`src/rtl/mem_port_arbiter.sv`:
```
// Shares one fixed-latency single-ported memory between instruction fetch and data ports.
// Issue/wait FSM with data-first priority and a starvation guard for IF.
module mem_port_arbiter #(
    parameter int LATENCY    = 2,
    parameter int STARVE_MAX = 4,
    parameter int AW         = 32
) (
    input  logic          clk,
    input  logic          rst,
    input  logic          if_req,
    input  logic [AW-1:0] if_addr,
    output logic [31:0]   if_rdata,
    output logic          if_valid,
    output logic          if_stall,
    input  logic          d_req,
    input  logic [3:0]    d_we,
    input  logic [AW-1:0] d_addr,
    input  logic [31:0]   d_wdata,
    output logic [31:0]   d_rdata,
    output logic          d_valid,
    output logic          d_stall,
    output logic          mem_en,
    output logic [3:0]    mem_we,
    output logic [AW-1:0] mem_addr,
    output logic [31:0]   mem_wdata,
    input  logic [31:0]   mem_rdata,
    output logic          busy
);
    localparam int CW = $clog2(LATENCY + 1);
    localparam int SW = $clog2(STARVE_MAX + 1);

    typedef enum logic [1:0] {IDLE, ISSUE, WAIT} state_t;

    state_t        state, state_nxt;
    logic [CW-1:0] cnt;
    logic [SW-1:0] starve;
    logic          owner_if;
    logic [3:0]    we_q;
    logic          if_elig, d_elig, grant_if, grant_d;

    // A port is ineligible in its own valid cycle so a held req is not served twice.
    assign if_elig  = if_req & ~if_valid;
    assign d_elig   = d_req & ~d_valid;
    assign grant_if = (state == IDLE) & if_elig & ((starve == SW'(STARVE_MAX)) | ~d_elig);
    assign grant_d  = (state == IDLE) & d_elig & ~grant_if;

    assign if_stall = if_req & ~if_valid;
    assign d_stall  = d_req & ~d_valid;

    always_comb begin
        state_nxt = state;
        mem_en    = 1'b0;
        mem_we    = 4'b0000;
        busy      = (state != IDLE);
        case (state)
            IDLE: begin
                if (grant_if || grant_d) state_nxt = ISSUE;
            end
            ISSUE: begin
                mem_en    = 1'b1;
                mem_we    = we_q;
                state_nxt = WAIT;
            end
            WAIT: begin
                if (cnt == CW'(1)) state_nxt = IDLE;
            end
            default: state_nxt = IDLE;
        endcase
    end

    always_ff @(posedge clk or posedge rst) begin
        if (rst) begin
            state     <= IDLE;
            cnt       <= '0;
            starve    <= '0;
            owner_if  <= 1'b0;
            we_q      <= 4'b0000;
            mem_addr  <= '0;
            mem_wdata <= '0;
            if_rdata  <= '0;
            d_rdata   <= '0;
            if_valid  <= 1'b0;
            d_valid   <= 1'b0;
        end else begin
            state    <= state_nxt;
            if_valid <= 1'b0;
            d_valid  <= 1'b0;

            if (grant_if) begin
                owner_if <= 1'b1;
                mem_addr <= if_addr;
                we_q     <= 4'b0000;
                starve   <= '0;
            end else if (grant_d) begin
                owner_if  <= 1'b0;
                mem_addr  <= d_addr;
                mem_wdata <= d_wdata;
                we_q      <= d_we;
                if (!if_req)
                    starve <= '0;
                else if (starve != SW'(STARVE_MAX))
                    starve <= starve + 1'b1;
            end

            if (state == ISSUE) begin
                cnt <= CW'(LATENCY);
            end else if (state == WAIT) begin
                cnt <= cnt - 1'b1;
                // mem_rdata is valid in the last wait cycle; writes leave d_rdata untouched.
                if (cnt == CW'(1)) begin
                    if (owner_if) begin
                        if_valid <= 1'b1;
                        if_rdata <= mem_rdata;
                    end else begin
                        d_valid <= 1'b1;
                        if (we_q == 4'b0000) d_rdata <= mem_rdata;
                    end
                end
            end
        end
    end
endmodule
```
`config.mk`:
```
export PLATFORM = sky130hd
export DESIGN_NAME = mem_port_arbiter
export DESIGN_NICKNAME = d
export VERILOG_FILES = /design/src/rtl/mem_port_arbiter.sv
export SDC_FILE = /design/constraint.sdc
export NUM_CORES = 1
export LEC_CHECK = 0
export CAP_MARGIN = 20
export CORE_MARGIN = 2
export CORE_UTILIZATION = 44
export CTS_CLUSTER_SIZE = 12
export DETAILED_ROUTE_END_ITERATION = 6
export HOLD_SLACK_MARGIN = 0.15
export PLACE_DENSITY = 0.85
export SETUP_SLACK_MARGIN = 0.02
export SLEW_MARGIN = 0
export SYNTH_ARGS = -nofsm -noshare
export SYNTH_HDL_FRONTEND = slang
export SYNTH_SLANG_ARGS = --single-unit
```
`constraint.sdc`:
```
create_clock -name clk -period 12.95 [get_ports clk]
set_input_delay 1.9425 -clock clk [delete_from_list [all_inputs] [get_ports clk]]
set_output_delay 1.9425 -clock clk [all_outputs]
set_load 0.1 [all_outputs]
```
**Word-level counts from Yosys, hierarchy flattened**

Index checks and enable logic that the tools add are counted.

- Register bits: 142
- Latch bits: 0
- Memory bits (writable): 0
- ROM bits: 0
- Output and inout bits: 138
- Word-level logic and storage cells: 70
- Memories: 0

- Add/subtract/negate cells: 2
- Multiply operators: 0
- Div/mod/pow operators: 0
- Order comparisons: 0
- Eq/ne operators: 8
- Shift-type cells: 0
- Multiplexer cells: 25
- Bitwise operators: 13
- Reductions and logical operators: 11

Operators with widths:

| operator | count |
|---|---|
| 32-bit two-way mux | 2 |
| 3-bit two-way mux | 4 |
| 4-bit two-way mux | 3 |
| 1-bit two-way mux | 11 |
| 2-bit two-way mux | 4 |
| 1-bit AND | 6 |
| 1-bit inverter | 6 |
| 2-bit one-hot mux with 3 select lines | 1 |
| 2-bit AND reduction | 3 |
| 2-bit nonzero test | 3 |
| 5-bit AND reduction | 1 |
| 2-bit by 1-bit equality test with 1-bit output, second input constant | 2 |
| 4-bit zero test | 1 |
| 4-bit AND reduction | 1 |
| 3-bit by 1-bit adder with 3-bit output, second input constant | 1 |
| 3-bit equality test, second input constant | 1 |
| 3-bit by 1-bit != test with 1-bit output, second input constant | 1 |
| 3-bit != test, second input constant | 1 |
| 2-bit equality test, second input constant | 1 |
| 2-bit zero test | 1 |
| 2-bit by 1-bit != test with 1-bit output, second input constant | 1 |
| 2-bit != test, second input constant | 1 |
| 2-bit by 1-bit subtractor with 2-bit output, second input constant | 1 |
| 1-bit logical OR | 1 |
| 1-bit bitwise OR | 1 |

**Longest topological paths before layout**

- Word-level depth: 10
- Depth in mapped cells: 9
- Gate-level depth less buffers: 6

**Least setup slack after synthesis**

No wires, ideal clock.

- Path kind: in2out
- From: in d_req
- To: out d_stall
- Arrival: 2.390 ns
- Path slack: 8.618 ns
- Cell stages on the path: 2
- Cell sequence: nor2b_1 buf_4

- Word-level cells in the longest chain between the ends: 1

RTL lines:

| item | RTL line | RTL |
|---|---|---|
| start, declared | 15 | `input logic d_req,` |
| 1-bit AND | 48 | `assign d_stall = d_req & ~d_valid;` |
| end, declared | 21 | `output logic d_stall,` |

Every way passes these cells.

**Final worst setup path**

Ends and elaborated chain as after synthesis.

==> results.sh <==
export IMPL_netlist_instances=517
export IMPL_cts_sinks=142
export IMPL_via_per_inst=4.97
export IMPL_htree_levels=4
export IMPL_io_pin_count=274
export IMPL_fp_dieW_um=119
export IMPL_hold_ws_ns=0.472
export IMPL_max_clock_freq_mhz=162
export IMPL_nets=930
export IMPL_placedInstanceArea_sq_um=8620
export IMPL_layout_drive_gt1_share=0.135
export IMPL_clk_latency_ns=0.42
export IMPL_cts_setup_buffers=0
export IMPL_setup_viol=0
export IMPL_cts_tree="done"
export IMPL_cts_resized=0
export IMPL_slowest_stage="clkdlybuf4s50_1"
export IMPL_synth_edff_count=0
export IMPL_grt_pass1_wl_mm=26.9
export IMPL_ys_types=29
export IMPL_reg2reg_depth=7
export IMPL_crit_chain="clkdlybuf4s50_1 -> nor2b_1 -> clkdlybuf4s50_1"
export IMPL_rows=41
export IMPL_avgSynthCellArea_sq_um=11.2
export IMPL_antenna_found_initial=1
export IMPL_yosys_area_top_type="dfrtp_1"
export IMPL_overflow=0
export IMPL_slowest_delay_ns=1.28
export IMPL_max_slew_margin_rel=0.287
export IMPL_drc=0
export IMPL_crit_required_ns=11.01
export IMPL_arrival_ns=4.23
export IMPL_synth_seq_cells=142
export IMPL_area_growth_syn_to_layout_pct=61.0
export IMPL_ctsRootBufferMaster="clkbuf_16"
export IMPL_hp_class="reg2reg"
export IMPL_die_h_um=119
export IMPL_finalWirelength_mm=17.4
export IMPL_first_pass_iters=5
export IMPL_gp_congestion=0.844
export IMPL_portBuffers=273
export IMPL_grt_start_max_net_pins=93
export IMPL_clock_path_buffers=2
export IMPL_synth_async_sr_flop_share=1.00
export IMPL_r2r_end="if_rdata[18]"
export IMPL_holdBufCountCts=0
export IMPL_ant_nets=0
export IMPL_seq_area_frac_synth=0.615
export IMPL_maxCapViolations=0
export IMPL_status="finished clean"
export IMPL_vias=4838
export IMPL_drt_initial_drc_count=178
export IMPL_finalSetupTns_ns=0
export IMPL_yosys_warnings=0
export IMPL_synth_top_cell_area_share=0.615
export IMPL_worstPathMaxFanout=8
export IMPL_n_fill_cell=855
export IMPL_yosys_cell_count_top_type="dfrtp_1"
export IMPL_hpwl_mm=12.6
export IMPL_core_area_sq_um=12700
export IMPL_tightestPinTransition_ns=1.07
export IMPL_dieArea_sq_um=14100
export IMPL_r2r_start="state[1]"
export IMPL_clk_pin_slew_ns=0.05
export IMPL_hold_violations=0
export IMPL_cp_startpoint="d_req"
export IMPL_endpoint="d_stall"
export IMPL_cpMostUsedCell="clkdlybuf4s50_1"
export IMPL_fin_crit_ns=6.17
export IMPL_clock_skew_ns=0.00707
export IMPL_crit_path_start_kind="input port"
export IMPL_rsz0062_at_grt="false"
export IMPL_slew_viol_final=0
export IMPL_netlist_area_sq_um=5780
export IMPL_initial_utilization=0.454
export IMPL_synth_top_cells_by_count="dfrtp_1, nand2_1, a21oi_1"
export IMPL_finalCritPeriodShare=0.476
export IMPL_cts_buffers=17
export IMPL_synthTopCellsByArea="dfrtp_1, mux2_2, nand2_1"
export IMPL_first_global_vias=5209
export IMPL_worst_slack_ns=6.78
export IMPL_wl_per_cell_um=17.9
export IMPL_postLayoutCellArea_sq_um=9300
export IMPL_synth_main_ff_cell="dfrtp_1"
export IMPL_end_kind="primary output"
export IMPL_rrSetupSlack_ns=10.53
export IMPL_syn_num_nets=659
export IMPL_path_class="in2out"
export IMPL_post_place_ws_ns=6.77
export IMPL_track_usage=0.248
-- kinds of logic (layout without fill, tap and decap cells) --
| logic type | Yosys count | in the layout | synth area share |
|---|---|---|---|
| fa+ha+maj | 6 | 6 | 0.0130 |
| simple gates | 184 | 184 | 0.125 |
| other cells | 0 | 1 | 0 |
| buf+inv | 37 | 321 | 0.0357 |
| flops | 142 | 142 | 0.615 |
| compound gates | 81 | 81 | 0.0810 |
| mux | 67 | 67 | 0.130 |
-- per-layer routing --
layer | global-route usage | wire (um)
met2 | 0.422 | 8790
met5 | 0 | 0
met4 | 0.0960 | 323
met1 | 0.262 | 6270
met3 | 0.124 | 2040
-- per-stage QoR --
stage | std cells | util
2_1_floorplan | 517 | -
3_3_place_gp | 937 | 0.675
3_5_place_dp | 938 | 0.677
4_1_cts | 970 | 0.725
5_1_grt | 973 | 0.731
6_report | 974 | 0.731
-- sequential cells by signal (all words and copies together), names as in the netlist, 2 cells and up --
register   flops
d_rdata       32
we_q           4
cnt            2
state          2
starve         3
mem_addr      32
if_rdata      32
mem_wdata     32
-- worst min-delay path by stage --
stage,startpoint,to,slack [ns],depth (start not counted)
after floorplan,owner_if,d_valid,0.44,1
after global placement,if_rdata[5],if_rdata[5],0.46,2
after detailed placement,if_rdata[13],if_rdata[13],0.46,2
after CTS,owner_if,d_valid,0.47,1
after global routing,if_rdata[3],if_rdata[3],0.49,2
final,if_rdata[24],if_rdata[24],0.47,2
-- placed cells by master (no fill, tap or decap), types with 2 or more instances in the layout --
cell             Yosys  routed
a21oi_1             67      67
a22o_1               5       5
and2_1               4       4
buf_16               0       3
buf_4                3       4
bufinv_16            0       2
clkbuf_16            0      17
clkbuf_8             0       5
clkdlybuf4s50_1      0     273
clkinv_2             0       3
clkinv_4             0       2
clkinvlp_4           0       2
dfrtp_1            142     142
ha_1                 6       6
inv_1                8       7
mux2_2              65      65
nand2_1            138     138
nor2_1              35      35
nor2b_1              3       3
o22a_1               2       2
-- worst max-delay path, delay by kind of cell --
kind	cells	cell delay, ns
AND/OR/NAND/NOR	1	0.55
buffers and inverters	2	1.72
-- area by class of cell --
class                      instances  area [sq um]  area share
antenna                            1          2.50    0.000269
clock buffer                      23           498      0.0535
timing repair buffer             281          2870       0.308
sequential                       142          3550       0.382
multi-input combinational        338          2020       0.218
clock inverter                     9           108      0.0116
inverter                           8          35.0     0.00377
tap                              172           215      0.0231
Power is not shown: default switching activity piles up to over one toggle a cycle in this logic, so the estimate is an artifact.
